==> src/rtl/sort_pkg.sv <==
// Shared types and width helpers for the sort stream adapter.
package sort_pkg;

  // Adapter phases: collect a frame, wait on the engine, replay the result.
  typedef enum logic [1:0] {
    FILL  = 2'd0,
    SORT  = 2'd1,
    DRAIN = 2'd2
  } adapter_state_t;

  // Width of a counter that indexes n items (never narrower than 1 bit).
  function automatic int lane_idx_w(input int n);
    return (n > 1) ? $clog2(n) : 1;
  endfunction

  // Width of a packed frame of n words of w bits each.
  function automatic int frame_w(input int n, input int w);
    return n * w;
  endfunction

  localparam int DEF_NUM_VALS  = 5;
  localparam int DEF_SIZE_DATA = 8;
  localparam int DEF_LANE_W    = lane_idx_w(DEF_NUM_VALS);
  localparam int DEF_FRAME_W   = frame_w(DEF_NUM_VALS, DEF_SIZE_DATA);

endpackage

==> src/rtl/sort_stream_adapter.sv <==
// Stream-to-engine wrapper: gathers NUM_VALS words into a packed frame,
// hands it to the sort engine with a level start, waits for done (with a
// timeout), then replays the sorted lanes as a valid/ready stream.
module sort_stream_adapter
  import sort_pkg::*;
#(
  parameter int NUM_VALS    = 5,
  parameter int SIZE_DATA   = 8,
  parameter int TIMEOUT_CYC = 256
) (
  input  logic                            i_clk,
  input  logic                            i_rst_n,
  input  logic                            i_s_valid,
  input  logic [SIZE_DATA-1:0]            i_s_data,
  output logic                            o_s_ready,
  output logic                            o_m_valid,
  output logic [SIZE_DATA-1:0]            o_m_data,
  output logic                            o_m_last,
  input  logic                            i_m_ready,
  output logic                            o_sort_start,
  output logic [NUM_VALS*SIZE_DATA-1:0]   o_sort_data,
  input  logic                            i_sort_done,
  input  logic [NUM_VALS*SIZE_DATA-1:0]   i_sort_data,
  output logic                            o_busy,
  output logic                            o_err
);

  localparam int                LANE_W    = lane_idx_w(NUM_VALS);
  localparam int                TMO_W     = lane_idx_w(TIMEOUT_CYC);
  localparam logic [LANE_W-1:0] LAST_LANE = LANE_W'(NUM_VALS - 1);
  localparam logic [TMO_W-1:0]  TMO_LAST  = TMO_W'(TIMEOUT_CYC - 1);

  adapter_state_t       state_q, state_d;
  logic [LANE_W-1:0]    cnt_q;
  logic [LANE_W-1:0]    idx_q;
  logic [TMO_W-1:0]     tmo_q;
  logic [SIZE_DATA-1:0] frame_q  [NUM_VALS];
  logic [SIZE_DATA-1:0] result_q [NUM_VALS];
  logic                 s_ready_q;
  logic                 err_q;

  logic s_fire, fill_done, sort_ok, tmo_hit, m_fire, drain_done;

  // Ready is only ever high in FILL, so an accepted word implies FILL.
  assign s_fire     = i_s_valid & s_ready_q;
  assign fill_done  = s_fire && (cnt_q == LAST_LANE);
  // Done only counts while waiting on the engine; stray pulses are ignored.
  assign sort_ok    = (state_q == SORT) && i_sort_done;
  // A done on the final cycle beats the timeout.
  assign tmo_hit    = (state_q == SORT) && !i_sort_done && (tmo_q == TMO_LAST);
  assign m_fire     = (state_q == DRAIN) && i_m_ready;
  assign drain_done = m_fire && (idx_q == LAST_LANE);

  // State register.
  // NOTE: sequential state is updated with non-blocking assignments only, so
  // every flop samples values from before the edge regardless of block order.
  always_ff @(posedge i_clk or negedge i_rst_n) begin
    if (!i_rst_n) state_q <= FILL;
    else          state_q <= state_d;
  end

  // Next-state logic.
  // NOTE: state_d gets its default before the case so no path leaves it
  // unassigned, which would otherwise infer a latch.
  always_comb begin
    state_d = state_q;
    case (state_q)
      FILL:    if (fill_done)  state_d = SORT;
      SORT:    if (sort_ok)    state_d = DRAIN;
               else if (tmo_hit) state_d = FILL;
      DRAIN:   if (drain_done) state_d = FILL;
      default: state_d = FILL;
    endcase
  end

  // Counters, frame/result registers, ready flag and error pulse.
  // NOTE: the frame and result arrays are small flop banks, not RAM, and are
  // reset so that o_sort_data and o_m_data read zero straight out of reset.
  always_ff @(posedge i_clk or negedge i_rst_n) begin
    if (!i_rst_n) begin
      cnt_q     <= '0;
      idx_q     <= '0;
      tmo_q     <= '0;
      s_ready_q <= 1'b0;
      err_q     <= 1'b0;
      for (int k = 0; k < NUM_VALS; k++) begin
        frame_q[k]  <= '0;
        result_q[k] <= '0;
      end
    end else begin
      s_ready_q <= (state_d == FILL);
      err_q     <= tmo_hit;
      case (state_q)
        FILL: begin
          tmo_q <= '0;
          if (s_fire) begin
            frame_q[cnt_q] <= i_s_data;
            cnt_q          <= fill_done ? '0 : cnt_q + 1'b1;
          end
        end
        SORT: begin
          tmo_q <= tmo_q + 1'b1;
          if (sort_ok) begin
            idx_q <= '0;
            for (int k = 0; k < NUM_VALS; k++)
              result_q[k] <= i_sort_data[k*SIZE_DATA +: SIZE_DATA];
          end
          if (tmo_hit) cnt_q <= '0;
        end
        DRAIN: begin
          if (m_fire) idx_q <= drain_done ? '0 : idx_q + 1'b1;
        end
        default: begin
          cnt_q <= '0;
          idx_q <= '0;
        end
      endcase
    end
  end

  // Present the frame to the engine, lane k at bits [k*SIZE_DATA +: SIZE_DATA].
  for (genvar k = 0; k < NUM_VALS; k++) begin : g_pack
    assign o_sort_data[k*SIZE_DATA +: SIZE_DATA] = frame_q[k];
  end

  assign o_s_ready    = s_ready_q;
  assign o_sort_start = (state_q == SORT);
  assign o_busy       = (state_q != FILL);
  assign o_m_valid    = (state_q == DRAIN);
  assign o_m_last     = o_m_valid && (idx_q == LAST_LANE);
  assign o_m_data     = o_m_valid ? result_q[idx_q] : '0;
  assign o_err        = err_q;

endmodule

==> config.mk <==
export PLATFORM = sky130hd
export DESIGN_NAME = sort_stream_adapter
export DESIGN_NICKNAME = d
export VERILOG_FILES = /design/src/rtl/sort_pkg.sv /design/src/rtl/sort_stream_adapter.sv
export SDC_FILE = /design/constraint.sdc
export NUM_CORES = 1
export LEC_CHECK = 0
export ABC_AREA = 1
export CAP_MARGIN = 20
export CORE_MARGIN = 3
export CORE_UTILIZATION = 30
export CTS_CLUSTER_SIZE = 8
export DETAILED_ROUTE_END_ITERATION = 6
export GPL_ROUTABILITY_DRIVEN = 1
export GPL_TIMING_DRIVEN = 0
export HOLD_SLACK_MARGIN = 0.02
export PLACE_DENSITY_LB_ADDON = 0.05
export SLEW_MARGIN = 20
export SYNTH_ARGS = -nofsm -noshare
export SYNTH_HDL_FRONTEND = slang
export SYNTH_SLANG_ARGS = --single-unit
==> constraint.sdc <==
create_clock -name i_clk -period 1.5 [get_ports i_clk]
set_clock_uncertainty 0.1 [all_clocks]
set_input_delay 0.3 -clock i_clk [delete_from_list [all_inputs] [get_ports i_clk]]
set_output_delay 0.3 -clock i_clk [all_outputs]
set_load 0.02 [all_outputs]
==> Word level (Yosys, flattened, before mapping) <==
Index checks and enable logic that the tools add are counted.
{ "classes": {"addsub": 3, "bitwise": 5, "muxes": 21, "magnitude_cmp": 3, "n_eq_ne": 9, "n_reduce_logical": 17} }
{ "ops": {"columns": ["cell", "count"], "rows": [
  ["$bwmux 40", 1],
  ["$mux 8", 4],
  ["$bmux 8 s3", 1],
  ["$demux 8 s3", 1],
  ["$mux 3", 6],
  ["$pmux 3 s3", 2],
  ["$pmux 8 s2", 1],
  ["$add 8x1->8 const B", 1],
  ["$eq 8x8->1 const B", 1],
  ["$ge 4x4->1 const B", 2],
  ["$logic_and 1x1->1", 8],
  ["$mux 2", 4],
  ["$not 3->4", 2],
  ["$add 3x1->3 const B", 2],
  ["$eq 3x3->1 const B", 2],
  ["$ne 2x1->1 const B", 3],
  ["$pmux 2 s3", 1],
  ["$reduce_and 3->1", 2],
  ["$logic_not 2->1", 2],
  ["$lt 4x1->1 const B", 1],
  ["$reduce_and 2->1", 2],
  ["$reduce_bool 2->1", 2],
  ["$eq 2x1->1 const B", 1],
  ["$eq 2x2->1 const B", 1],
  ["other kinds (4)", 5]
]} }
{ "totals": {"inputBits": 53, "output_inout_bits": 54, "elab_cells": 74, "ff_bits": 98} }

==> Depth between registers and ports, before layout <==
Gate-level depths: netlist (run 1).
{ "depth": {"word_depth": 7, "ltp_mapped": 9, "ltp_nobuf": 7} }

==> Least setup slack after synthesis (run 1) <==
No wires, ideal clock.
{ "synth_timing": {"path_type": "reg2out", "start": "reg state_q[1]", "end": "out o_m_data[0]", "t_arrival_ps": 1407, "path_buffers": 0, "setup_slack_ps": -307, "required_time_ps": 1100, "path_stages_with_launch": 5, "path_cell_list": "dfrtp_1 inv_2 nor2_1 inv_2 a21oi_1"} }
{ "synth_via": {"elab_chain_cells": 2} }
{ "synth_lines": {"columns": ["item", "line_no", "rtl"], "rows": [
  ["from (decl)", "sort_stream_adapter.sv:33", "adapter_state_t state_q, state_d;"],
  ["from (signal assigned)", "sort_stream_adapter.sv:59", "else state_q <= state_d;"],
  ["$eq 2x2->1", "sort_stream_adapter.sv:129", "assign o_m_valid = (state_q == DRAIN);"],
  ["via o_m_valid", "sort_stream_adapter.sv:16", "output logic o_m_valid,"],
  ["$mux 8", "sort_stream_adapter.sv:131", "assign o_m_data = o_m_valid ? result_q[idx_q] : '0;"],
  ["to (decl)", "sort_stream_adapter.sv:17", "output logic [SIZE_DATA-1:0] o_m_data,"]
]} }
The timed path passes the listed nets, and every way through them passes these cells.

==> Final worst setup path (run 1) <==
{ "layout_timing": {"start": "reg idx_q[0]", "end": "out o_m_data[4]"} }
{ "layout_via": {"elab_chain_cells": 5} }
{ "layout_lines": {"columns": ["item", "line_no", "rtl"], "rows": [
  ["from (decl)", "sort_stream_adapter.sv:35", "logic [LANE_W-1:0] idx_q;"],
  ["from (signal assigned)", "sort_stream_adapter.sv:111", "if (m_fire) idx_q <= drain_done ? '0 : idx_q + 1'b1;"],
  ["$not 3->4 (not written as such)", "sort_stream_adapter.sv:131", null],
  ["$bmux 8 s3", "sort_stream_adapter.sv:131", null],
  ["$mux 8 (not written as such) (2 in series)", "sort_stream_adapter.sv:131", null],
  ["$mux 8", "sort_stream_adapter.sv:131", null]
]} }
No other way between the ends. The select of a mux whose other input is x is not followed.

==> results of run 1 <==
==> metal layers <==
layer,vias to the layer above,global-route usage [%],wire [um],part of all wire [%]
met5,-,0,0,0
met4,0,5.87,365,2.6
met3,28,5.33,927,6.6
met2,99,28.7,7070,51
met1,1961,21.3,5610,40
li1,2005,-,-,-
==> layout by cell type (no fill, tap or decap), types with 2 or more instances in the layout <==
cell type	n
nand3_2	11
buf_8	9
inv_6	2
nor2_4	7
nand2_4	19
inv_4	4
nand4_4	5
dlygate4sd2_1	6
ha_1	5
buf_12	3
nor2_1	11
nand3_1	12
inv_1	50
buf_6	51
nand2_2	59
dfrtp_2	3
inv_8	2
o21ai_2	55
nand2_1	111
dfrtp_1	95
clkdlybuf4s50_1	51
clkdlybuf4s15_1	19
a21oi_4	8
clkbuf_16	13
clkinv_4	5
nor2_2	3
o21ai_1	22
inv_2	2
buf_16	4
clkbuf_2	17
buf_4	16
nand4_1	3
a21oi_1	4
==> cell families after synthesis <==
logic type,count (synthesis),synth area share (%)
adder cells (fa/ha/maj),5,1.40
XOR/XNOR,1,0.195
AND/OR/NAND/NOR,247,24.6
AO/OA/AOI/OAI,92,11.8
flip-flops,98,54.7
buffers and inverters,76,7.39
==> worst max-delay path: cells and delay by family, from the launching register on <==
kind	cells	cell delay [ns]
buffers and inverters	3	0.43
DFF	1	0.40
and+or+nand+nor	4	0.37
AOI/OAI and AO/OA	1	0.13
==> stage by stage <==
step	utilization, %	cells	setup slack [ns]	setup TNS, ns	hold slack (ns)
global placement	40.6	809	-3.94	-422.64	0.356
finish	51.8	885	-0.571	-16.04	0.317
detailed placement	40.8	810	-0.826	-39.55	0.131
global route	51.8	885	-0.632	-23.13	0.340
CTS	48.3	870	-0.569	-17.92	0.331
floorplan	-	519	-0.0199	-0.130	-0.0956
==> state kept, by name, indices dropped and copies added, names as in the netlist <==
register	count
o_s_ready	1
result_q	40
o_err	1
cnt_q	3
tmo_q	8
o_sort_data	40
state_q	2
idx_q	3
==> Yosys cell counts (all sizes together) <==
| cell | number | area [um2] |
|---|---|---|
| inv | 58 | 218 |
| clkbuf | 3 | 11.3 |
| clkinv | 2 | 7.51 |
| o21a | 1 | 7.51 |
| nand3 | 23 | 115 |
| nand3b | 1 | 7.51 |
| ha | 5 | 62.6 |
| buf | 13 | 95.1 |
| nand4 | 8 | 125 |
| a22o | 1 | 10.0 |
| xnor2 | 1 | 8.76 |
| nor2 | 22 | 106 |
| nand2 | 190 | 726 |
| dfrtp | 98 | 2450 |
| or2 | 1 | 6.26 |
| a21oi | 13 | 65.1 |
| nor3 | 2 | 15.0 |
| o21ai | 77 | 445 |
==> where the power goes <==
| group | switching [W] | total, W | internal (W) |
|---|---|---|---|
| Sequential | 0.000638 | 0.00435 | 0.00371 |
| Combinational | 0.00410 | 0.00741 | 0.00331 |
| Clock | 0.00108 | 0.00240 | 0.00132 |
| Total | 0.00582 | 0.0142 | 0.00834 |
==> final cells by class <==
| class | instances | area (um2) |
|---|---|---|
| buffer | 15 | 216 |
| clock buffer | 10 | 229 |
| clock inverter | 6 | 73.8 |
| fill | 1357 | 7030 |
| inverter | 60 | 260 |
| multi-input combinational | 345 | 2350 |
| sequential | 98 | 2460 |
| tap | 184 | 230 |
| timing repair buffer | 167 | 1740 |
==> worst paths after layout <==
| path | startpoint | endpoint | slack [ns] | cells past startpoint |
|---|---|---|---|---|
| max in group asynchronous | i_rst_n | cnt_q[1]$_DFFE_PN0P_ | 0.33 | 3 |
| min | i_rst_n | result_q[36]$_DFFE_PN0P_ | 0.32 | 2 |
| min reg2reg | result_q[4]$_DFFE_PN0P_ | result_q[4]$_DFFE_PN0P_ | 0.38 | 2 |
| max | idx_q[0]$_DFFE_PN0P_ | o_m_data[4] | -0.57 | 8 |
| min in group i_clk | result_q[4]$_DFFE_PN0P_ | result_q[4]$_DFFE_PN0P_ | 0.38 | 2 |
| max reg2reg | state_q[1]$_DFF_PN0_ | o_sort_data[29]$_DFFE_PN0P_ | -0.20 | 9 |
==> what timing repair did <==
item / in CTS / in global routing
cloned: 8 / 3
pin swaps: 28 / 23
endpoints found under the setup margin: 144 / 135
setup buffers: 36 / 17
endpoints found under the hold margin: 36 / 0
gates resized for setup: 275 / 175
hold buffers: 1 / 0
==> results.py, run 1 <==
metrics = {
    "die": {
        "coreArea_um2": 14600,
        "row_count": 44,
        "die-area_um2": 16500,
        "fp.dieH_um": 128,
        "top_level_ports": 107,
        "die_w_um": 128,
        "initial_core_util_pct": 30.7,
    },
    "critical_path": {
        "max_stage_delay_ns": 0.40,
        "slowest_stage": "dfrtp_1",
        "worst-endpoint-arrival_ns": 1.67,
        "crit_path_start_kind": "register",
        "critical_path_peak_fanout": 7,
        "crit_type": "reg -> out",
        "end_kind": "output pin",
        "cp_data_required_time_ns": 1.10,
        "cpMostUsedCell": "nand2_2",
        "crit_chain": "buf_6 > buf_4 > nand2_2 > nand3_2 > nand2_2 > nand2_2 > a21oi_4 > buf_6",
    },
    "sta": {
        "post-route-worst-setup-slack_ns": -0.571,
        "maxSlewHeadroom_pct": 70.1,
        "rsz0062_at_grt": "true",
        "final-setup-viol-count": 95,
        "finalHoldViolations": 0,
        "fmax_ghz": 0.483,
        "tightest_slew_ns": 0.448,
        "timing.final.crit_share_pct": 138,
        "period_needed_ns": 2.07,
        "maxSlewViolCount": 0,
    },
    "cells_and_area": {
        "layout-drive-gt1-share_pct": 43.7,
        "final_area_um2": 7560,
        "area_growth_pct": 68.5,
        "antenna_cells": 0,
        "fin_nets": 754,
    },
    "pwr": {
        "ir_drop_uv": 817,
        "power_density_nw_per_um2": 1870,
        "power_leakage_nw": 3.58,
        "power_w": 0.0142,
    },
    "placement": {
        "placed_cell_area_um2": 5950,
        "hpwlAfterDp_mm": 9.03,
        "gp_congestion": 0.808,
        "io_buffers": 106,
    },
    "clock_tree": {
        "clk_transition_reported_paths_ns": 0.07,
        "cts_inserted_buffers": 9,
        "root_buffer": "clkbuf_16",
        "cts_sinks": 98,
        "clock_latency_ns": 0.34,
        "htreeDepth": 3,
        "cts.path.max_buffers": 2,
        "cts_tree": "yes",
    },
    "detailed_routing": {
        "drc": 0,
        "wl_mm": 14.0,
        "first_pass_iters": 6,
        "drt_iter0_markers": 174,
        "vias_per_cell": 4.62,
        "ant_nets": 0,
        "wl_per_cell_um": 15.8,
        "dr_total_vias": 4093,
    },
    "synthesis": {
        "syn_inst": 519,
        "ys_types": 29,
        "ys_warn_count": 0,
        "yosysSeqAreaShare_pct": 54.7,
        "synthesis.area_um2": 4480,
        "syn_avg_cell_area_um2": 8.64,
        "synth_seq_cells": 98,
        "synth_nets": 577,
    },
    "global_routing": {
        "grt_max_degree": 63,
        "track_usage_pct": 17.3,
        "grt-ovfl-total": 0,
        "grt_pass1_wl_mm": 22.2,
        "antenna_found_initial": 0,
        "grt_pass1_vias": 4206,
    },
    "run": {
        "drv_cap": 0,
    },
    "outcome": {
        "failed_checks": "negative setup slack",
        "outcome": "complete, but fails checks",
    },
    "hold_path": {
        "hp-class": "in -> async",
    },
}
Power figures use the tool's default switching activity.
==> run 2: changes to the inputs <==
--- a/constraint.sdc
+++ b/constraint.sdc
@@ -3,3 +3,3 @@
 set_input_delay 0.3 -clock i_clk [delete_from_list [all_inputs] [get_ports i_clk]]
 set_output_delay 0.3 -clock i_clk [all_outputs]
-set_load 0.02 [all_outputs]
+set_load 0.005 [all_outputs]
==> run 2 against run 1 <==
Compared with the run above:
- the flow still finishes with violations (negative setup slack)
- non-clock buffer count decreased by 14
- final cell count shrank 1.6%
- combinational power fell by 26%
- final area shrank 9.2%
- sequential cell count is the same
- sequential power decreased by 1%
- count of clock-buffer cells in the layout stayed put
- clock power rose by 13%
- largest cell class unchanged
- largest power group unchanged
- highest routed layer is now met5
==> results.py, run 2 (synthesized netlist as in run 1, its figures left out) <==
metrics = {
    "outcome": {
        "outcome": "complete, but fails checks",
        "failed_checks": "negative setup slack",
    },
    "pwr": {
        "ir_drop_uv": 777,
        "power_leakage_nw": 3.33,
        "pwr-share-clk_pct": 21.8,
        "p_int_w": 0.00802,
        "power_frac_seq_pct": 34.3,
        "power_w": 0.0125,
        "swShare_pct": 35.9,
        "power_density_nw_per_um2": 1820,
        "comb_power_share_pct": 43.9,
        "switchingPower_w": 0.00449,
    },
    "sta": {
        "post-route-worst-setup-slack_ns": -0.573,
        "finalHoldViolations": 0,
        "maxSlewHeadroom_pct": 67.0,
        "tightest_slew_ns": 0.495,
        "fmax_ghz": 0.483,
        "maxSlewViolCount": 0,
        "rsz0062_at_grt": "true",
        "period_needed_ns": 2.07,
        "fin_setup_tns_ns": -7.21,
        "final-setup-viol-count": 53,
        "timing.final.crit_share_pct": 138,
    },
    "cells_and_area": {
        "fin_nets": 740,
        "area_growth_pct": 53.0,
        "mostFrequentLayoutCell": "nand2_1",
        "final_cell_mix": "148 x nand2_1, 95 x dfrtp_1, 51 x clkdlybuf4s50_1, 50 x inv_1, 42 x dlygate4sd2_1",
        "antenna_cells": 0,
        "layout-drive-gt1-share_pct": 29.4,
    },
    "clock_tree": {
        "cts_sinks": 98,
        "cts_tree": "yes",
        "cts.path.max_buffers": 2,
        "clk_transition_reported_paths_ns": 0.07,
        "htreeDepth": 3,
        "clock_latency_ns": 0.35,
        "cts_inserted_buffers": 9,
        "root_buffer": "clkbuf_16",
    },
    "critical_path": {
        "critical_path_peak_fanout": 8,
        "worst-endpoint-arrival_ns": 1.67,
        "cp_data_required_time_ns": 1.10,
        "end_kind": "output pin",
        "crit_type": "reg -> out",
        "crit_path_start_kind": "register",
    },
    "hold_path": {
        "hp-class": "in -> async",
    },
    "die": {
        "coreArea_um2": 14600,
        "fp.dieH_um": 128,
        "row_count": 44,
        "top_level_ports": 107,
        "initial_core_util_pct": 30.7,
        "die_w_um": 128,
        "die-area_um2": 16500,
    },
    "global_routing": {
        "grt_max_degree": 52,
        "track_usage_pct": 16.9,
        "grt_pass1_wl_mm": 21.7,
        "grt-ovfl-total": 0,
        "grt_pass1_vias": 4127,
        "antenna_found_initial": 1,
    },
    "detailed_routing": {
        "drc": 0,
        "wl_mm": 13.2,
        "vias_per_cell": 4.53,
        "wl_per_cell_um": 15.2,
        "ant_nets": 0,
        "first_pass_iters": 6,
        "dr_total_vias": 3947,
        "drt_iter0_markers": 113,
    },
    "placement": {
        "io_buffers": 106,
        "hpwlAfterDp_mm": 9.22,
        "gp_congestion": 0.802,
    },
    "run": {
        "drv_cap": 0,
    },
}
[run 2: worst max-delay path, stage by stage (launching register included)]
cell and delay [ns]:
dfrtp_1 0.40, buf_6 0.15, buf_6 0.12, nor3_4 0.12, buf_6 0.17, nand2_1 0.08
a21oi_2 0.15, buf_2 0.14
[run 2: repair_timing]
action | CTS | global route
cloned | 3 | 0
hold endpoints to repair | 47 | 0
setup endpoints to repair | 143 | 94
resized for setup | 178 | 56
pin swaps | 22 | 16
buffers inserted | 32 | 10
hold buffers | 1 | 0
[run 2: final timing paths]
check / start / endpoint / slack (ns) / cells past startpoint
setup / recovery: idx_q[0]$_DFFE_PN0P_ / o_m_data[3] / -0.57 / 7
hold / removal: i_rst_n / result_q[28]$_DFFE_PN0P_ / 0.37 / 2
setup reg to reg: state_q[0]$_DFF_PN0_ / o_sort_data[21]$_DFFE_PN0P_ / -0.12 / 8
hold reg to reg: o_sort_data[23]$_DFFE_PN0P_ / o_sort_data[23]$_DFFE_PN0P_ / 0.38 / 2
max in group asynchronous: i_rst_n / cnt_q[1]$_DFFE_PN0P_ / 0.31 / 3
min in group i_clk: o_sort_data[23]$_DFFE_PN0P_ / o_sort_data[23]$_DFFE_PN0P_ / 0.38 / 2
[run 2: layer usage]
| metal | part of all wire (%) | GRT usage, % | routed length [um] |
|---|---|---|---|
| met2 | 49 | 27.4 | 6420 |
| met3 | 6.6 | 5.46 | 871 |
| met4 | 1.6 | 5.68 | 212 |
| met1 | 43 | 21.2 | 5700 |
| met5 | 0.098 | 0 | 13 |
[run 2: area by class of cell]
cell class / instances / area, um2
Clock buffer: 10 / 239
Sequential cell: 98 / 2460
Multi-Input combinational cell: 345 / 1970
Clock inverter: 6 / 114
Buffer: 16 / 173
Inverter: 60 / 250
Fill cell: 1410 / 7730
Timing Repair Buffer: 152 / 1430
Tap cell: 184 / 230
[run 2: stage by stage]
step / utilization (%) / area (um2) / cells / setup slack, ns / hold slack [ns]
2_1_floorplan: - / 4500 / 519 / -0.0216 / -0.0956
3_3_place_gp: 39.7 / 5790 / 809 / -3.97 / 0.360
3_5_place_dp: 39.9 / 5820 / 810 / -0.793 / 0.189
4_1_cts: 45.5 / 6640 / 861 / -0.546 / 0.380
5_1_grt: 47.0 / 6860 / 871 / -0.639 / 0.406
6_report: 47.0 / 6860 / 871 / -0.573 / 0.368
[run 2: power groups by stage]
stage	registers, W	logic, W	clock network (W)
2_1_floorplan	0.00425	0.00240	0
3_3_place_gp	0.00430	0.00452	0
3_5_place_dp	0.00430	0.00459	0
4_1_cts	0.00426	0.00524	0.00280
5_1_grt	0.00443	0.00614	0.00289
6_report	0.00429	0.00549	0.00272
==> run 3: changes to the inputs <==
Settings changed: CORE_UTILIZATION 30 to 45.
==> run 3 against run 2 <==
Compared with the run above:
- setup slack gained 0.017 ns
- the run still ends with negative setup slack left
- largest cell class unchanged
- register-to-register slack lost 0.12 ns
- global-route usage grew 5.7 points
- worst hold slack lost 0.12 ns
- clock power shrank 33%
- critical path depth grew 1
- first-iteration DRC count grew 75%
- utilization grew 29 points
- final cell count shrank 5.1%
- critical path type unchanged
- routed wire length is essentially flat
==> results.py, run 3 (synthesized netlist as in run 1, its figures left out) <==
metrics = {
    "placement": {
        "dp_slack_ns": -0.831,
        "io_buffers": 106,
        "placed_cells": 755,
        "gp_congestion": 0.821,
        "hpwlAfterDp_mm": 8.06,
    },
    "die": {
        "initial_core_util_pct": 47.4,
        "die_w_um": 106,
        "row_count": 35,
        "die-area_um2": 11200,
        "fp.dieH_um": 106,
        "coreArea_um2": 9460,
        "top_level_ports": 107,
    },
    "critical_path": {
        "worstReg2RegEnd": "o_sort_data[29]$_DFFE_PN0P_",
        "critical_path_peak_fanout": 5,
        "cp_data_required_time_ns": 1.10,
        "crit_start": "idx_q[0]$_DFFE_PN0P_",
        "max_stage_delay_ns": 0.42,
        "crit_chain": "buf_6 > buf_4 > nand2_1 > nand3_4 > nand2_2 > nand2_2 > a21oi_2 > buf_2",
        "reg2reg_from": "state_q[1]$_DFF_PN0_",
        "crit_type": "reg -> out",
        "cp_top_family": "buffers and inverters",
        "r2r_slack_ns": -0.24,
        "worst-endpoint-arrival_ns": 1.66,
        "crit_path_start_kind": "register",
        "cp.depth": 8,
        "slowest_stage": "dfrtp_1",
        "reg2reg_depth": 9,
        "crit_path_end": "o_m_data[3]",
        "cpMostUsedCell": "nand2_2",
        "critPathBufInv": 3,
        "end_kind": "output pin",
    },
    "cells_and_area": {
        "fin_nets": 751,
        "fillers": 688,
        "mostFrequentLayoutCell": "nand2_1",
        "final_cells": 827,
        "antenna_cells": 0,
        "fin_util_pct": 75.7,
        "layout-drive-gt1-share_pct": 38.5,
        "area_growth_pct": 59.6,
        "final_cell_mix": "106 x nand2_1, 96 x dfrtp_1, 63 x nand2_2, 51 x clkdlybuf4s50_1, 49 x inv_1",
    },
    "run": {
        "drv_cap": 0,
    },
    "clock_tree": {
        "htreeDepth": 3,
        "cts_inserted_buffers": 9,
        "cts.path.max_buffers": 2,
        "cts_sinks": 98,
        "cts_tree": "yes",
        "clk_transition_reported_paths_ns": 0.10,
        "root_buffer": "clkbuf_8",
        "clock_latency_ns": 0.37,
    },
    "sta": {
        "tightest_slew_ns": 0.368,
        "rsz0062_at_grt": "true",
        "period_needed_ns": 2.06,
        "fmax_ghz": 0.487,
        "post-route-worst-setup-slack_ns": -0.555,
        "maxSlewViolCount": 0,
        "finalHoldViolations": 0,
        "final-setup-viol-count": 61,
        "maxSlewHeadroom_pct": 75.5,
        "timing.final.crit_share_pct": 137,
    },
    "pwr": {
        "power_leakage_nw": 3.47,
        "power_density_nw_per_um2": 1770,
        "ir_drop_uv": 942,
    },
    "detailed_routing": {
        "wl_per_cell_um": 16.0,
        "vias_per_cell": 4.98,
        "dr_total_vias": 4119,
        "first_pass_iters": 4,
        "ant_nets": 0,
        "wl_mm": 13.2,
        "drc": 0,
        "drt_iter0_markers": 198,
    },
    "global_routing": {
        "grt_pass1_wl_mm": 20.1,
        "antenna_found_initial": 0,
        "track_usage_pct": 22.5,
        "grt_max_degree": 73,
        "grt_pass1_vias": 3986,
        "grt-ovfl-total": 0,
    },
    "outcome": {
        "failed_checks": "negative setup slack",
        "outcome": "complete, but fails checks",
    },
    "hold_path": {
        "hp-class": "in -> async",
    },
}
[run 3: cell count changes in the layout (fill, tap and decap cells not counted), moves of 5 or more]
cell             previous run  this run
buf_8                       3         9
clkbuf_16                   9         2
clkbuf_8                    1         9
clkdlybuf4s15_1             0         8
dlygate4sd2_1              42        34
nand2_1                   148       106
nand2_2                    39        63
nand2_4                     2        21
nand3_1                    15        10
o21ai_0                    32        24
[run 3: per-stage QoR]
| stage | hold slack (ns) | TNS [ns] | power (W) | cell area (um2) |
|---|---|---|---|---|
| 6_report | 0.247 | -14.25 | 0.0127 | 7160 |
| 5_1_grt | 0.262 | -20.45 | 0.0135 | 7160 |
| 4_1_cts | 0.248 | -8.21 | 0.0114 | 6500 |
| 3_5_place_dp | 0.0865 | -37.46 | 0.00883 | 5750 |
| 3_3_place_gp | 0.356 | -395.20 | 0.00874 | 5720 |
| 2_1_floorplan | -0.0956 | -0.0515 | 0.00665 | 4500 |
[run 3: cell type report]
class / count / area, um2 / area share, %
flip-flops and latches: 98 / 2450 / 34.3
multi-input cells: 345 / 2250 / 31.5
repair buffers: 164 / 1630 / 22.8
inverters: 60 / 253 / 3.53
plain buffers: 15 / 194 / 2.71
well taps: 129 / 161 / 2.26
clock buffers: 9 / 124 / 1.73
clock inverters: 7 / 85.1 / 1.19
[run 3: layer usage]
| metal | up-vias | share of wire, % | global-route usage [%] |
|---|---|---|---|
| met2 | 117 | 49 | 35.4 |
| met1 | 1983 | 43 | 31.0 |
| met3 | 28 | 5.9 | 5.51 |
| met5 | - | 0 | 0 |
| met4 | 0 | 1.9 | 6.85 |
| li1 | 1991 | - | - |
[run 3: report_power, final]
group	leakage, nW	total (W)	switching, W	internal [W]
Sequential	1.22	0.00436	0.000662	0.00370
Combinational	2.16	0.00648	0.00334	0.00314
Clock	0.0999	0.00182	0.00102	0.000803
Total	3.47	0.0127	0.00502	0.00765
[run 3: timing repair]
item                                    in CTS  in global routing
endpoints found under the setup margin     140                 98
gates resized for setup                    173                172
hold endpoints to repair                    26                  0
hold buffers                                 1                  0
cloned                                       3                  3
buffers inserted                            38                 16
pin swaps                                   29                 32
[run 3: worst min-delay path by stage]
stage                     depth (start not counted)                      end  slack [ns]                    start
after floorplan                                   0     cnt_q[0]$_DFFE_PN0P_        -0.1                  i_rst_n
after global placement                            2  result_q[6]$_DFFE_PN0P_        0.36  result_q[6]$_DFFE_PN0P_
after detailed placement                          1     tmo_q[3]$_DFFE_PN0P_        0.09                  i_rst_n
after CTS                                         2     tmo_q[3]$_DFFE_PN0P_        0.25                  i_rst_n
after global routing                              2     tmo_q[3]$_DFFE_PN0P_        0.26                  i_rst_n
final                                             2     tmo_q[3]$_DFFE_PN0P_        0.25                  i_rst_n
